==> src/rtl/array_injector_2x2.sv <==
// Host-to-array feeder: one word stream split into two paced column FIFOs driving fill1/fill2.
// Optional per-column fill counters (inj_cnt1/inj_cnt2) are enabled by defining ARRAY_INJ_CNT_EN.
module array_injector_2x2 #(
  parameter int unsigned data_size  = 8,
  parameter int unsigned FIFO_DEPTH = 4,
  parameter int unsigned GAP_CYCLES = 1
) (
  input  logic                          clk,
  input  logic                          rst_n,
  input  logic                          en,
  input  logic                          in_valid,
  output logic                          in_ready,
  input  logic                          in_col,
  input  logic [data_size-1:0]          in_data,
  output logic                          fill1,
  output logic [data_size-1:0]          o_data1,
  output logic                          fill2,
  output logic [data_size-1:0]          o_data2,
  output logic [$clog2(FIFO_DEPTH):0]   col1_level,
  output logic [$clog2(FIFO_DEPTH):0]   col2_level
`ifdef ARRAY_INJ_CNT_EN
  ,
  output logic [15:0]                   inj_cnt1,
  output logic [15:0]                   inj_cnt2
`endif
);

  localparam int unsigned PtrW = $clog2(FIFO_DEPTH);
  localparam int unsigned LvlW = PtrW + 1;
  localparam int unsigned GapW = (GAP_CYCLES > 0) ? $clog2(GAP_CYCLES + 1) : 1;

  typedef enum logic [1:0] {StIdle, StIssue, StGap} state_e;

  for (genvar c = 0; c < 2; c++) begin : g_col
    logic                 push, pop, full, empty, can_issue;
    logic [LvlW-1:0]      wr_q, rd_q, level;
    logic [data_size-1:0] mem_q [FIFO_DEPTH];
    state_e               state_q, state_d;
    logic [GapW-1:0]      gap_q, gap_d;
    logic                 fill_q, fill_d;
    logic [data_size-1:0] data_q, data_d;

    // Pointers carry one extra bit so full and empty are distinguishable.
    assign level = wr_q - rd_q;
    assign full  = (level == LvlW'(FIFO_DEPTH));
    assign empty = (level == '0);
    assign push  = in_valid && (in_col == 1'(c)) && !full;

    always_comb begin
      state_d   = state_q;
      gap_d     = gap_q;
      fill_d    = 1'b0;
      data_d    = '0;
      pop       = 1'b0;
      can_issue = 1'b0;
      unique case (state_q)
        StIdle: can_issue = 1'b1;
        StIssue: begin
          if (GAP_CYCLES == 0) begin
            state_d   = StIdle;
            can_issue = 1'b1;
          end else begin
            gap_d   = GapW'(GAP_CYCLES);
            state_d = StGap;
          end
        end
        StGap: begin
          gap_d = gap_q - GapW'(1);
          // Last gap cycle may pop so the next fill lands exactly GAP_CYCLES idle cycles later.
          if (gap_q == GapW'(1)) begin
            state_d   = StIdle;
            can_issue = 1'b1;
          end
        end
        default: state_d = StIdle;
      endcase
      if (can_issue && en && !empty) begin
        pop     = 1'b1;
        fill_d  = 1'b1;
        data_d  = mem_q[rd_q[PtrW-1:0]];
        state_d = StIssue;
      end
    end

    always_ff @(posedge clk) begin
      if (push) mem_q[wr_q[PtrW-1:0]] <= in_data;
    end

    always_ff @(posedge clk or negedge rst_n) begin
      if (!rst_n) begin
        wr_q    <= '0;
        rd_q    <= '0;
        state_q <= StIdle;
        gap_q   <= '0;
        fill_q  <= 1'b0;
        data_q  <= '0;
      end else begin
        if (push) wr_q <= wr_q + LvlW'(1);
        if (pop)  rd_q <= rd_q + LvlW'(1);
        state_q <= state_d;
        gap_q   <= gap_d;
        fill_q  <= fill_d;
        data_q  <= data_d;
      end
    end

`ifdef ARRAY_INJ_CNT_EN
    logic [15:0] cnt_q;
    always_ff @(posedge clk or negedge rst_n) begin
      if (!rst_n)      cnt_q <= '0;
      else if (fill_q) cnt_q <= cnt_q + 16'd1;
    end
`endif
  end

  assign in_ready   = in_col ? !g_col[1].full : !g_col[0].full;
  assign fill1      = g_col[0].fill_q;
  assign o_data1    = g_col[0].data_q;
  assign fill2      = g_col[1].fill_q;
  assign o_data2    = g_col[1].data_q;
  assign col1_level = g_col[0].level;
  assign col2_level = g_col[1].level;
`ifdef ARRAY_INJ_CNT_EN
  assign inj_cnt1   = g_col[0].cnt_q;
  assign inj_cnt2   = g_col[1].cnt_q;
`endif

endmodule

==> config.mk <==
export PLATFORM = sky130hd
export DESIGN_NAME = array_injector_2x2
export DESIGN_NICKNAME = d
export VERILOG_FILES = /design/src/rtl/array_injector_2x2.sv
export SDC_FILE = /design/constraint.sdc
export NUM_CORES = 1
export LEC_CHECK = 0
export ABC_CLOCK_PERIOD_IN_PS = 3650
export BUFFER_PORTS_ARGS = -buffer_cell sky130_fd_sc_hd__clkbuf_2
export CORE_MARGIN = 3
export CORE_UTILIZATION = 25
export DETAILED_ROUTE_END_ITERATION = 8
export PLACE_DENSITY_LB_ADDON = 0.15
export SLEW_MARGIN = 15
export SYNTH_ARGS = -nofsm -noshare
export SYNTH_HDL_FRONTEND = slang
export SYNTH_SLANG_ARGS = --single-unit
==> constraint.sdc <==
create_clock -name clk -period 3.65 [get_ports clk]
set_input_delay 0.73 -clock clk [delete_from_list [all_inputs] [get_ports clk]]
set_output_delay 0.73 -clock clk [all_outputs]
set_load 0.005 [all_outputs]
==> out/results.tsv <==
metric	value	unit
die_area	18000	µm²
seqPwrFrac	41.4	%
finalSetupViolCount	0	
core	16000	µm²
dp_hpwl	5500	µm
htreeDepth	3	
hold_end	g_col[1].rd_q[2]	
r2r-end	g_col[0].mem_q[1][4]	
start_util	25.7	%
vdd_ir_drop_max	0.413	mV
p_per_area	835	nW/µm²
row_count	46	
track_usage	9.70	%
netlist_instances	232	
slew-limit-headroom	35.9	%
synthTopCellsByArea	edfxtp_1, dfrtp_1, mux4_2	
outcome	finished, final reports clean	
die_w	134	µm
end_kind	output port	
ys_seq_area_share	68.7	%
fmax	0.317	GHz
io_pins	38	
maxCapViolations	0	
clk_path_buf_depth	2	
first_iter_violations	113	
clk_latency	0.34	ns
hold_violations	0	
grt.overflow.total	0	
cts_hold_buf	0	
period_share	86.4	%
synth_edf_count	64	
yosysTopAreaCellShare	46.7	%
worstMarginPinSlew	0.961	ns
dieHeight	134	µm
synthToLayoutAreaGrowth	17.2	%
fin_setup_tns	0	ns
routabilityCongestion	0.687	
synthesis.area	4110	µm²
crit_type	flip-flop to output port	
cts_resized	0	
post_drt_wl_per_cell	16.3	µm
reg2reg_slack	0.92	ns
path_clk_slew	0.07	ns
cts_setup_buffers	0	
diodes	0	
cp_max_fo	6	
rsz0062_at_grt	false	
worstPathRequired	2.92	ns
grt_max_degree	37	
synth_fp_nets	265	
yosysMostFrequentCell	edfxtp_1	
worstPathArrival	2.42	ns
grt_pass1_vias	2255	
layout-drive-gt1-share	28.8	%
startpoint	g_col[0].wr_q[0]	
switchingPower	1340	µW
drc	0	
reg2reg_depth	6	
startpoint_type	flip-flop	
cts_made_buffers	9	
ys_types	34	
intPower	2680	µW
nets	310	
synthTopCellsByCount	edfxtp_1, dfrtp_1, and2_1, ha_1, mux4_2	
avgSynthCellArea	17.7	µm²
ys_ff_latch	100	
yosys_warnings	0	
grt_pass1_wl	13000	µm
finalMaxSlewViolations	0	
comb_power_share	37.2	%
drtAntennaViolNets	0	
synth_top_area_cell	edfxtp_1	
netSwitchingFraction	33.4	%
vias_per_cell	4.09	
vias	2033	
hp-class	flip-flop to flip-flop	
skew	0.00642	ns
synth_top_flop_cell	edfxtp_1	
layout_min_cycle_time	3.15	ns
power_leakage	0.00190	µW
antenna_found_initial	0	
hold_depth	1	
portBuffers	37	
cts.sinks	100	
reg2reg_from	g_col[0].wr_q[0]	
cts_tree	built	
ys_async_sr_fraction	36.0	%
wl	8090	µm
dr.pass1.iters	4	
min-delay-start	g_col[1].rd_q[2]	
pwr-share-clk	21.4	%
fillers	1619	
power	4020	µW
root_buffer	clkbuf_16	
final_core_util	30.1	%
power groups by stage:
stage	clock, µW	sequential [µW]	combinational (µW)
3_5_place_dp	0	1700	1540
5_1_grt	935	1710	1690
2_1_floorplan	0	1640	1060
3_3_place_gp	0	1690	1520
4_1_cts	897	1680	1550
6_report	861	1670	1500
cells by family after synthesis:
| logic type | count (synthesis) | share of synthesized area [%] |
|---|---|---|
| mux | 20 | 9.95 |
| simple gates | 39 | 5.66 |
| buf+inv | 21 | 2.13 |
| fa+ha+maj | 20 | 6.45 |
| flops | 100 | 68.7 |
| xor+xnor | 10 | 2.92 |
| compound gates | 22 | 4.23 |
critical path: stages (launching register included):
cell      delay, ns
dfrtp_1        0.41
inv_1          0.10
ha_1           0.21
fa_1           0.41
xor3_2         0.30
a31oi_1        0.41
a21o_1         0.13
clkbuf_2       0.11
metrics by stage:
step	setup slack, ns	instance area, µm²	hold WS, ns	instances
detailed placement	0.852	4560	0.475	482
global placement	0.876	4560	0.478	482
CTS	0.470	4820	0.494	497
finish	0.498	4820	0.490	497
global route	0.355	4820	0.520	497
floorplan	1.17	4110	0.434	232
flip-flops by register name (all words and copies together), names as in the netlist:
register       count
fill1              1
fill2              1
g_col.gap_q        2
g_col.mem_q       64
g_col.rd_q         6
g_col.state_q      4
g_col.wr_q         6
o_data1            8
o_data2            8
how the worst max path moves through the flow:
stage,to,slack [ns],cells past startpoint
floorplan,in_ready,1.17,6
global placement,in_ready,0.88,5
detailed placement,in_ready,0.85,5
CTS,in_ready,0.47,5
global route,in_ready,0.36,7
finish,in_ready,0.50,7
final cells by class:
class	instances	area [µm²]	area share [%]
inverters	15	56.3	1.17
well taps	216	270	5.61
clock buffers	10	229	4.75
multi-input cells	111	1200	24.9
clock inverters	5	30.0	0.623
repair buffers	40	208	4.31
flip-flops and latches	100	2820	58.6
metal layers:
| metal | part of all wire, % | vias to the layer above | global-route usage, % |
|---|---|---|---|
| met4 | 1.7 | 0 | 3.73 |
| met5 | 0 | - | 0 |
| met3 | 3.8 | 11 | 2.96 |
| met2 | 47 | 31 | 15.0 |
| li1 | - | 955 | - |
| met1 | 48 | 1036 | 12.8 |
cell usage in the layout (no fill, tap or decap), types with 4 or more instances in the layout:
master     netlist  routed
dfrtp_1         36      36
and2_1          19      19
clkbuf_2         0      37
mux4_2          16      16
inv_1           15      15
xnor2_1          6       6
o21ai_0          4       4
and3_1           4       4
ha_1            18      18
nand2_1          5       5
edfxtp_1        64      64
clkbuf_16        0       9
o2111ai_1        4       4
nand3_1          4       4
No activity file was read; power rests on OpenSTA's default activity.
